### config.mk
export PLATFORM = sky130hd
export DESIGN_NAME = gate_sweep_ctrl_flat
export DESIGN_NICKNAME = d
export VERILOG_FILES = /design/src/rtl/gate_sweep_pkg.sv /design/src/rtl/gate_sweep_ctrl_if.sv /design/src/rtl/gate_sweep_ctrl_ref_model.sv /design/src/rtl/gate_sweep_ctrl.sv /design/src/flat_wrapper.sv
export SDC_FILE = /design/constraint.sdc
export NUM_CORES = 1
export LEC_CHECK = 0
export ABC_AREA = 1
export BUFFER_PORTS_ARGS = -buffer_cell sky130_fd_sc_hd__buf_2
export CAP_MARGIN = 20
export CORE_MARGIN = 5
export CORE_UTILIZATION = 35
export DETAILED_ROUTE_END_ITERATION = 10
export MAX_ROUTING_LAYER = met4
export SLEW_MARGIN = 20
export SYNTH_ARGS = -nofsm -noshare
export SYNTH_HDL_FRONTEND = slang
export SYNTH_SLANG_ARGS = --single-unit
### constraint.sdc
create_clock -name clk -period 3.3 [get_ports clk]
set_input_delay 0.165 -clock clk [delete_from_list [all_inputs] [get_ports clk]]
set_output_delay 0.165 -clock clk [all_outputs]
set_load 0.005 [all_outputs]
### src/rtl/gate_sweep_pkg.sv
// Shared constants and FSM state type for the LogicGates sweep controller.
package gate_sweep_pkg;

    localparam logic [1:0] SEL_NOT = 2'b00;
    localparam logic [1:0] SEL_AND = 2'b01;
    localparam logic [1:0] SEL_OR  = 2'b10;
    localparam logic [1:0] SEL_XOR = 2'b11;

    localparam int NUM_VECTORS = 16;

    typedef enum logic [1:0] {
        IDLE   = 2'b00,
        DRIVE  = 2'b01,
        SAMPLE = 2'b10,
        DONE   = 2'b11
    } state_e;

endpackage

### src/rtl/gate_sweep_ctrl_if.sv
// Operand/select bus between the sweep controller and the LogicGates instance under test.
interface gate_sweep_ctrl_if;
    logic [1:0] sel;
    logic       A;
    logic       B;
    logic       Y;

    modport master (output sel, output A, output B, input Y);
    modport slave  (input sel, input A, input B, output Y);
endinterface

### src/rtl/gate_sweep_ctrl_ref_model.sv
// Combinational golden model of the LogicGates function used to grade each vector.
module gate_ref_model
    import gate_sweep_pkg::*;
(
    input  logic [1:0] sel,
    input  logic       A,
    input  logic       B,
    output logic       exp_Y
);

    always_comb begin
        exp_Y = 1'b0;
        case (sel)
            SEL_NOT: exp_Y = ~A;
            SEL_AND: exp_Y = A & B;
            SEL_OR:  exp_Y = A | B;
            SEL_XOR: exp_Y = A ^ B;
            default: exp_Y = 1'b0;
        endcase
    end

endmodule

### src/rtl/gate_sweep_ctrl.sv
// Exhaustive 16-vector sweep of a LogicGates instance with settle time and error counting.
// Optional first-failure capture ports are enabled by defining GATE_SWEEP_FIRST_FAIL_EN.
module gate_sweep_ctrl
    import gate_sweep_pkg::*;
#(
    parameter int unsigned SETTLE_CYCLES = 2
) (
    input  logic              clk,
    input  logic              rst,
    input  logic              start,
    gate_sweep_ctrl_if.master gate,
    output logic              busy,
    output logic              done,
    output logic              pass,
    output logic [4:0]        err_count,
    output logic [3:0]        vec_idx
`ifdef GATE_SWEEP_FIRST_FAIL_EN
    ,
    output logic              first_fail_vld,
    output logic [3:0]        first_fail_idx
`endif
);

    localparam logic [3:0] SETTLE_LOAD = 4'(SETTLE_CYCLES - 1);
    localparam logic [3:0] LAST_VEC    = 4'(NUM_VECTORS - 1);

    state_e     state_q, state_d;
    logic [3:0] vec_idx_q, vec_idx_d;
    logic [4:0] err_count_q, err_count_d;
    logic [3:0] settle_q, settle_d;
    logic       exp_y;
    logic       mismatch;

    gate_ref_model u_ref (
        .sel   (vec_idx_q[3:2]),
        .A     (vec_idx_q[1]),
        .B     (vec_idx_q[0]),
        .exp_Y (exp_y)
    );

    assign mismatch = (gate.Y != exp_y);

`ifdef GATE_SWEEP_FIRST_FAIL_EN
    logic       ff_vld_q, ff_vld_d;
    logic [3:0] ff_idx_q, ff_idx_d;
`endif

    always_comb begin
        state_d     = state_q;
        vec_idx_d   = vec_idx_q;
        err_count_d = err_count_q;
        settle_d    = settle_q;
`ifdef GATE_SWEEP_FIRST_FAIL_EN
        ff_vld_d    = ff_vld_q;
        ff_idx_d    = ff_idx_q;
`endif
        case (state_q)
            IDLE, DONE: begin
                if (start) begin
                    state_d     = DRIVE;
                    vec_idx_d   = '0;
                    err_count_d = '0;
                    settle_d    = SETTLE_LOAD;
`ifdef GATE_SWEEP_FIRST_FAIL_EN
                    ff_vld_d    = 1'b0;
                    ff_idx_d    = '0;
`endif
                end
            end
            DRIVE: begin
                // Down-counter: terminal count ends the settle window.
                if (settle_q == '0) state_d = SAMPLE;
                else                settle_d = settle_q - 4'd1;
            end
            SAMPLE: begin
                if (mismatch && (err_count_q != 5'd31)) err_count_d = err_count_q + 5'd1;
`ifdef GATE_SWEEP_FIRST_FAIL_EN
                if (mismatch && !ff_vld_q) begin
                    ff_vld_d = 1'b1;
                    ff_idx_d = vec_idx_q;
                end
`endif
                if (vec_idx_q == LAST_VEC) begin
                    state_d = DONE;
                end else begin
                    state_d   = DRIVE;
                    vec_idx_d = vec_idx_q + 4'd1;
                    settle_d  = SETTLE_LOAD;
                end
            end
            default: state_d = IDLE;
        endcase
    end

    always_ff @(posedge clk) begin
        if (rst) begin
            state_q     <= IDLE;
            vec_idx_q   <= '0;
            err_count_q <= '0;
            settle_q    <= '0;
`ifdef GATE_SWEEP_FIRST_FAIL_EN
            ff_vld_q    <= 1'b0;
            ff_idx_q    <= '0;
`endif
        end else begin
            state_q     <= state_d;
            vec_idx_q   <= vec_idx_d;
            err_count_q <= err_count_d;
            settle_q    <= settle_d;
`ifdef GATE_SWEEP_FIRST_FAIL_EN
            ff_vld_q    <= ff_vld_d;
            ff_idx_q    <= ff_idx_d;
`endif
        end
    end

    // vec_idx is held at zero in IDLE, so the gate bus idles at 00/0/0.
    assign gate.sel  = vec_idx_q[3:2];
    assign gate.A    = vec_idx_q[1];
    assign gate.B    = vec_idx_q[0];
    assign busy      = (state_q == DRIVE) || (state_q == SAMPLE);
    assign done      = (state_q == DONE);
    assign pass      = done && (err_count_q == '0);
    assign err_count = err_count_q;
    assign vec_idx   = vec_idx_q;
`ifdef GATE_SWEEP_FIRST_FAIL_EN
    assign first_fail_vld = ff_vld_q;
    assign first_fail_idx = ff_idx_q;
`endif

endmodule

### src/flat_wrapper.sv
// flat-port wrapper written by rule: the top's interface ports become plain ports
module gate_sweep_ctrl_flat import gate_sweep_pkg::*;
#(
    parameter int unsigned SETTLE_CYCLES = 2
)
  (clk, rst, start, busy, done, pass, err_count, vec_idx, gate_sel, gate_A, gate_B, gate_Y);
  gate_sweep_ctrl_if gate_i ();
  input  logic clk;
  input  logic rst;
  input  logic start;
  output logic busy;
  output logic done;
  output logic pass;
  output logic [4:0] err_count;
  output logic [3:0] vec_idx;
  output wire logic [$bits(gate_i.sel)-1:0] gate_sel;
  output wire logic [$bits(gate_i.A)-1:0] gate_A;
  output wire logic [$bits(gate_i.B)-1:0] gate_B;
  input wire logic [$bits(gate_i.Y)-1:0] gate_Y;
  assign gate_sel = gate_i.sel;
  assign gate_A = gate_i.A;
  assign gate_B = gate_i.B;
  assign gate_i.Y = gate_Y;
  gate_sweep_ctrl #(.SETTLE_CYCLES(SETTLE_CYCLES)) u_core (.clk(clk), .rst(rst), .start(start), .gate(gate_i), .busy(busy), .done(done), .pass(pass), .err_count(err_count), .vec_idx(vec_idx));
endmodule
# Word level (Yosys, flattened, before mapping)
# Cells that the tools add are included.
[word_totals]
ff_bits = 15
in_bits = 4
output_inout_bits = 16
word_cells = 53
[op_classes]
add_sub_neg = 3
n_eq_ne = 14
n_mux = 15
bitwise = 4
reduce_logical = 13
[op_table]
columns = ["cell", "count"]
rows = [
  ["$mux 4", 5],
  ["$pmux 4 s3", 1],
  ["$mux 5", 2],
  ["$pmux 5 s2", 1],
  ["$reduce_and 3->1", 3],
  ["$eq 2x2->1 const B", 4],
  ["$pmux 4 s2", 1],
  ["$mux 2", 3],
  ["$ne 2x2->1 const B", 3],
  ["$pmux 2 s3", 1],
  ["$add 5x1->5 const B", 1],
  ["$logic_not 5->1", 1],
  ["$ne 5x5->1 const B", 1],
  ["$add 4x1->4 const B", 1],
  ["$eq 2x1->1 const B", 2],
  ["$eq 4x4->1 const B", 1],
  ["$logic_not 2->1", 2],
  ["$logic_not 4->1", 1],
  ["$ne 2x1->1 const B", 2],
  ["$pmux 1 s4", 1],
  ["$sub 4x1->4 const B", 1],
  ["$logic_and 1x1->1", 2],
  ["$reduce_and 2->1", 1],
  ["$reduce_bool 2->1", 1],
  ["7 further kinds", 7],
]

# Depth between registers and ports, before layout
# Gate-level depths: netlist of the first run.
[depth]
word_depth = 6
depth_mapped = 12
depth_no_buf = 12

# Cells and area by module
# A second synthesis of the first run with hierarchy kept.
[unflattened]
cells_unflattened = 171
area_unflattened_um2 = 1149.9
[by_module_without_submodules]
columns = ["module", "instances", "cells_per_inst", "area_each_um2", "seq_area_each_um2"]
rows = [
  ["gate_sweep_ctrl", 1, 156, 1073.5, 300.3],
  ["gate_ref_model", 1, 15, 76.3, 0.0],
]

# Worst setup path after synthesis of the first run
# No wires, ideal clock.
[synth_timing]
path_type = "register -> register"
startpoint = "register u_core.state_q[0]"
endpoint = "register u_core.settle_q[3]"
setup_time_ns = 0.121
arrival_time_ns = 1.425
required_time_ns = 3.179
slack_ns = 1.754
stages_incl_launch_ff = 11
n_path_buf = 0
synth_period_minus_slack_ns = 1.546
cell_sequence = "dfxtp_1 -> inv_1 -> ha_1 -> inv_2 -> nor2_4 -> inv_2 -> nand2_4 -> nor2_4 -> nand4_1 -> xor2_1 -> nor2_1"
[synth_via]
elab_chain_cells = 4
word_cells_on_any_way = 10
classes_between = "6 x eq/ne; 1 x mux; 3 x reduce/logical"
[synth_lines]
columns = ["element", "line_no", "source"]
rows = [
  ["from (decl)", "gate_sweep_ctrl.sv:27", "state_e state_q, state_d;"],
  ["from (signal assigned)", "gate_sweep_ctrl.sv:106", "state_q <= state_d;"],
  ["$eq 2x2->1 / $logic_not 2->1 (equally long branches)", "gate_sweep_ctrl.sv:57", "case (state_q)"],
  ["$reduce_or 2->1", "gate_sweep_ctrl.sv:57", ""],
  ["$ne 2x2->1 (no source line)", "-", ""],
  ["$reduce_and 3->1 (no source line)", "-", ""],
  ["to (signal assigned)", "gate_sweep_ctrl.sv:109", "settle_q <= settle_d;"],
  ["to (decl)", "gate_sweep_ctrl.sv:30", "logic [3:0] settle_q, settle_d;"],
]
# Several ways; a longest one is shown, not always the timed one.
# A chain may end at the register's enable or synchronous reset.

# Final worst setup path of the first run
# Ends and elaborated chain as after synthesis.

==> results of run 1 <==
==> critical path, stage by stage (launching register included) <==
cell and delay [ns]:
dfxtp_1 0.41, inv_1 0.06, ha_1 0.36, inv_2 0.10, nor2_4 0.05, inv_2 0.06
nand2_4 0.07, nor2_4 0.15, nand4_1 0.11, xor2_1 0.15, nor2_1 0.05
==> cells by family (layout without fill, tap and decap cells) <==
group / after synthesis / count (layout)
AOI/OAI and AO/OA: 16 / 16
xor gates and xnor gates: 3 / 3
adders and majority gates: 11 / 11
buffers and inverters: 34 / 51
DFF: 15 / 15
and+or+nand+nor: 69 / 69
==> stage by stage <==
step	power (mW)	util, %	hold slack [ns]	std cells
floorplan	0.482	-	0.439	148
finish	0.648	40.5	0.159	209
detailed placement	0.546	39.7	0.462	205
global placement	0.538	39.7	0.447	205
global route	0.705	40.5	0.175	209
CTS	0.656	40.5	0.161	209
==> registers in the layout (all words and copies together), names as in the netlist <==
register          flops
u_core.settle_q       4
u_core.state_q        2
u_core.err_count      5
u_core.vec_idx        4
==> routing by layer <==
layer | part of all wire, % | GRT usage, % | up-vias
met5 | 0 | - | -
met3 | 3.4 | 1.02 | 2
li1 | - | - | 504
met4 | 1.1 | 3.81 | 0
met1 | 46 | 13.5 | 421
met2 | 49 | 20.3 | 17
==> cell type report <==
| cell class | count | area (sq um) | area share (%) |
|---|---|---|---|
| tap | 44 | 55.1 | 4.49 |
| inverter | 28 | 106 | 8.66 |
| clock buffer | 4 | 26.3 | 2.14 |
| multi-input combinational | 99 | 644 | 52.5 |
| sequential | 15 | 300 | 24.5 |
| timing repair buffer | 19 | 95.1 | 7.75 |
==> cells in the final DEF (no fill, tap or decap) <==
| master | instances |
|---|---|
| a211oi_1 | 1 |
| a21oi_1 | 8 |
| a31oi_1 | 1 |
| buf_2 | 19 |
| clkbuf_1 | 1 |
| clkbuf_4 | 3 |
| clkinv_2 | 1 |
| dfxtp_1 | 15 |
| ha_1 | 11 |
| inv_1 | 18 |
| inv_2 | 9 |
| nand2_1 | 20 |
| nand2_2 | 4 |
| nand2_4 | 3 |
| nand3_1 | 10 |
| nand3_2 | 1 |
| nand3_4 | 1 |
| nand3b_1 | 1 |
| nand4_1 | 3 |
| nand4_2 | 1 |
| nor2_1 | 15 |
| nor2_2 | 1 |
| nor2_4 | 3 |
| nor3_1 | 3 |
| nor3_4 | 1 |
| nor3b_2 | 1 |
| nor4_1 | 1 |
| o21ai_0 | 3 |
| o21ai_1 | 3 |
| xor2_1 | 3 |
==> power by group through the flow <==
stage	clock, mW	combinational (mW)	sequential (mW)
finish	0.107	0.306	0.234
global route	0.120	0.345	0.240
CTS	0.112	0.309	0.235
detailed placement	0	0.307	0.239
global placement	0	0.301	0.237
floorplan	0	0.248	0.234
==> worst max-delay path by stage <==
stage	startpoint	endpoint	slack, ns	cells past startpoint
floorplan	u_core.state_q[0]	u_core.settle_q[3]	1.75	10
global placement	u_core.state_q[0]	u_core.vec_idx[2]	1.63	10
CTS	u_core.state_q[0]	u_core.settle_q[0]	1.59	9
detailed placement	u_core.state_q[0]	u_core.settle_q[0]	1.61	9
finish	u_core.state_q[0]	u_core.settle_q[3]	1.62	10
global route	u_core.vec_idx[1]	u_core.err_count[2]	1.45	11
==> results.json, run 1 <==
{
  "outcome": "complete, no violations",
  "dpl_cell_area_sq_mm": 0.00120,
  "synth-seq-cells": 15,
  "drt_iter0_drc": 28,
  "ys_seq_area_share_pct": 27.4,
  "reg2reg_slack_ns": 1.62,
  "fin_area_sq_mm": 0.00123,
  "swShare_pct": 43.2,
  "ant_nets": 0,
  "yosys_warnings": 0,
  "grt_first_pass_wirelength_um": 3880,
  "p_int_uw": 368,
  "portBuffers": 19,
  "synthArstFlopShare_pct": 0,
  "clk_path_buf_depth": 2,
  "critPathLaunchType": "flip-flop",
  "clkPwrFrac_pct": 16.6,
  "path_max_fanout": 5,
  "drc": 0,
  "slew_violations": 0,
  "hold_class": "in -> reg",
  "vias": 944,
  "setup.worst_path.end_class": "flip-flop",
  "die-height_um": 66.0,
  "layout_setup_ws_ns": 1.62,
  "setup_viol": 0,
  "numCtsBuffers": 3,
  "track_usage_pct": 11.4,
  "synth_fa_ha_area_share_pct": 12.6,
  "yosysTopAreaCell": "dfxtp_1",
  "grt_max_degree": 10,
  "synth_edf_count": 0,
  "overflow": 0,
  "synth_top_flop_cell": "dfxtp_1",
  "reg2reg_from": "u_core.state_q[0]",
  "syn_area_sq_mm": 0.00110,
  "dr.pass1.iters": 4,
  "syn_avg_cell_area_sq_um": 7.41,
  "dpl.hpwl_um": 1850,
  "holdCritStartpoint": "rst",
  "nNetsFinal": 181,
  "drive_gt1_share_pct": 29.1,
  "synth-compound-area-share_pct": 7.65,
  "root_buffer": "clkbuf_4",
  "rsz0062_at_grt": "no",
  "r2r-end": "u_core.settle_q[3]",
  "p_seq_share_pct": 36.2,
  "critPathKind": "reg -> reg",
  "viasPerCell": 4.52,
  "cts_sinks": 15,
  "finalHoldViolations": 0,
  "post-cts-setup-buffers": 0,
  "tns_ns": 0,
  "synth_cell_type_count": 30,
  "period_needed_ns": 1.68,
  "die_area_sq_mm": 0.00435,
  "yosysMostFrequentCell": "nand2_1",
  "core_sq_mm": 0.00303,
  "antenna_found_initial": 0,
  "max_freq_mhz": 594,
  "worst_pin_slew_ns": 0.400,
  "worstPathArrival_ns": 1.85,
  "synth_fp_nets": 163,
  "critical_path_required_ns": 3.47,
  "gp_congestion": 0.872,
  "max_slew_margin_pct": 73.3,
  "combinationalPowerShare_pct": 47.3,
  "synthSimpleGateAreaFrac_pct": 36.2,
  "clk_latency_ns": 0.28,
  "synth-xor-area-share_pct": 2.40,
  "htreeDepth": 1,
  "n_antenna_cell": 0,
  "ios": 20,
  "initial_core_util_pct": 36.2,
  "rr_worst_depth": 10,
  "skew_ns": 0.00354,
  "die_w_um": 66.0,
  "p_sw_uw": 280,
  "synth_top_family_by_area": "simple AND/OR/NAND/NOR gates",
  "holdPathEnd": "u_core.state_q[1]",
  "synthTopCellsByCount": "nand2_1 (20), inv_1 (18), dfxtp_1 (15), nor2_1 (15), ha_1 (11)",
  "wl_um": 2270,
  "synthMuxAreaShare_pct": 0,
  "syn2layout_area_growth_pct": 12.0,
  "cts_tree": "built",
  "p_per_area_mw_per_mm2": 528,
  "wl_per_cell_um": 10.9,
  "final.period_utilization_pct": 51.0,
  "cts_resized": 0,
  "dp_slack_ns": 1.61,
  "yosys-top-cells-area": "dfxtp_1 (27%), ha_1 (13%), nand2_1 (6.8%)",
  "row_count": 20,
  "fillerInstances": 326,
  "grt_pass1_vias": 890,
  "path_clk_slew_ns": 0.09,
  "synth_top_area_share_pct": 27.4,
  "p_leak_nw": 0.592,
  "min_path_cells": 2,
  "synthCells": 148,
  "cap_violations": 0,
  "cts_hold_buf": 0,
  "vdd_drop_max_v": 0.000176
}
No activity file was read; power rests on OpenSTA's default activity.
==> run 2, diff against run 1 <==
clock period = 1.7 ns   (was 3.3 ns; I/O delays follow)
==> run 2 against run 1 <==
- non-clock buffer count up 5
- largest cell class unchanged
- critical path depth unchanged
- global-route usage up 0.31 points
- combinational power up 110%
- highest routed layer unchanged
==> results.json, run 2 (synthesis results as in run 1) <==
{
  "track_usage_pct": 11.7,
  "die-height_um": 66.0,
  "crit_path_cell_trace": "ha_1 -> nand2_1 -> nor2_1 -> ha_2 -> nor3_4 -> nand3_4 -> nand2_4 -> inv_2 -> nor2_1 -> nor2_1",
  "cap_violations": 0,
  "vias": 964,
  "layout_setup_ws_ns": 0.168,
  "row_count": 20,
  "critPathKind": "reg -> reg",
  "antenna_found_initial": 0,
  "core_sq_mm": 0.00303,
  "dpl.hpwl_um": 1760,
  "p_per_area_mw_per_mm2": 1010,
  "wl_per_cell_um": 10.0,
  "nNetsFinal": 186,
  "final_cell_mix": "nand2_1 (20), buf_2 (19), inv_1 (18)",
  "hold_class": "in -> reg",
  "die_area_sq_mm": 0.00435,
  "viasPerCell": 4.50,
  "wl_um": 2150,
  "cts_sinks": 15,
  "fillerInstances": 325,
  "tns_ns": 0,
  "max_slew_margin_pct": 80.3,
  "critPathLaunchType": "flip-flop",
  "largest_register_ffs": 5,
  "cp_common_cell": "nor2_1",
  "p_total_mw": 1.30,
  "cts_tree": "built",
  "worstPathArrival_ns": 1.73,
  "gp_congestion": 0.926,
  "syn2layout_area_growth_pct": 17.2,
  "cp_slowest_cell": "dfxtp_4",
  "slew_violations": 0,
  "ios": 20,
  "outcome": "complete, no violations",
  "dr.pass1.iters": 2,
  "overflow": 0,
  "critPathTopFamily": "simple AND/OR/NAND/NOR gates",
  "crit_buf_inv": 1,
  "final_common_cell": "nand2_1",
  "drc": 0,
  "worst_pin_slew_ns": 0.295,
  "p_leak_nw": 0.617,
  "n_antenna_cell": 0,
  "die_w_um": 66.0,
  "post-cts-setup-buffers": 0,
  "vdd_drop_max_v": 0.000393,
  "setup.worst_path.end_class": "flip-flop",
  "ant_nets": 0,
  "final.period_utilization_pct": 90.1,
  "critical_path_required_ns": 1.89,
  "skew_ns": 0.00903,
  "numCtsBuffers": 3,
  "drive_gt1_share_pct": 33.5,
  "portBuffers": 19,
  "max_freq_mhz": 653,
  "clk_latency_ns": 0.29,
  "slowest_delay_ns": 0.37,
  "grt_first_pass_wirelength_um": 3910,
  "rsz0062_at_grt": "no",
  "grt_pass1_vias": 936,
  "root_buffer": "clkbuf_4",
  "clk_path_buf_depth": 2,
  "grt_max_degree": 9,
  "htreeDepth": 1,
  "dp_slack_ns": 0.0766,
  "period_needed_ns": 1.53,
  "initial_core_util_pct": 36.2,
  "path_clk_slew_ns": 0.10,
  "path_max_fanout": 5,
  "drt_iter0_drc": 31,
  "finalHoldViolations": 0,
  "setup_viol": 0
}
==> run 2: what timing repair did <==
| item | 4_1_cts | 5_1_grt |
|---|---|---|
| endpoints found under the setup margin | 0 | 7 |
| endpoints found under the hold margin | 0 | 0 |
| gates resized for setup | 0 | 5 |
| hold buffers | 0 | 0 |
==> run 2: final timing paths <==
path,start,to,slack [ns],depth (start not counted)
max,u_core.err_count[0],u_core.err_count[2],0.17,10
min,rst,u_core.vec_idx[1],0.07,2
max reg2reg,u_core.err_count[0],u_core.err_count[2],0.17,10
min reg2reg,u_core.settle_q[1],u_core.settle_q[1],0.48,2
==> run 2: layout make-up <==
class	count	area, sq um	share of cell area [%]
inverter	28	106	8.28
clock buffer	4	26.3	2.04
timing repair buffer	24	133	10.3
tap	44	55.1	4.28
multi-input combinational	99	659	51.3
sequential	15	305	23.8
==> run 2: stage by stage <==
| stage | util [%] | cells | instance area [sq um] | hold slack (ns) |
|---|---|---|---|---|
| 2_1_floorplan | - | 148 | 1100 | 0.364 |
| 5_1_grt | 42.4 | 214 | 1280 | 0.0705 |
| 3_3_place_gp | 40.9 | 210 | 1240 | 0.370 |
| 4_1_cts | 41.8 | 214 | 1260 | 0.0604 |
| 6_report | 42.4 | 214 | 1280 | 0.0672 |
| 3_5_place_dp | 40.9 | 210 | 1240 | 0.373 |
==> run 2: power by group <==
| group | total, mW | switching [mW] | internal, mW |
|---|---|---|---|
| registers | 0.447 | 0.0424 | 0.405 |
| logic | 0.641 | 0.389 | 0.252 |
| clock network | 0.211 | 0.120 | 0.0911 |
| total | 1.30 | 0.551 | 0.748 |
==> run 2: per-layer routing <==
layer / global-route usage [%] / up-vias / routed length (um)
li1: - / 514 / -
met1: 14.1 / 428 / 1040
met2: 18.6 / 18 / 992
met3: 2.04 / 4 / 72
met4: 6.35 / 0 / 43
met5: - / - / 0
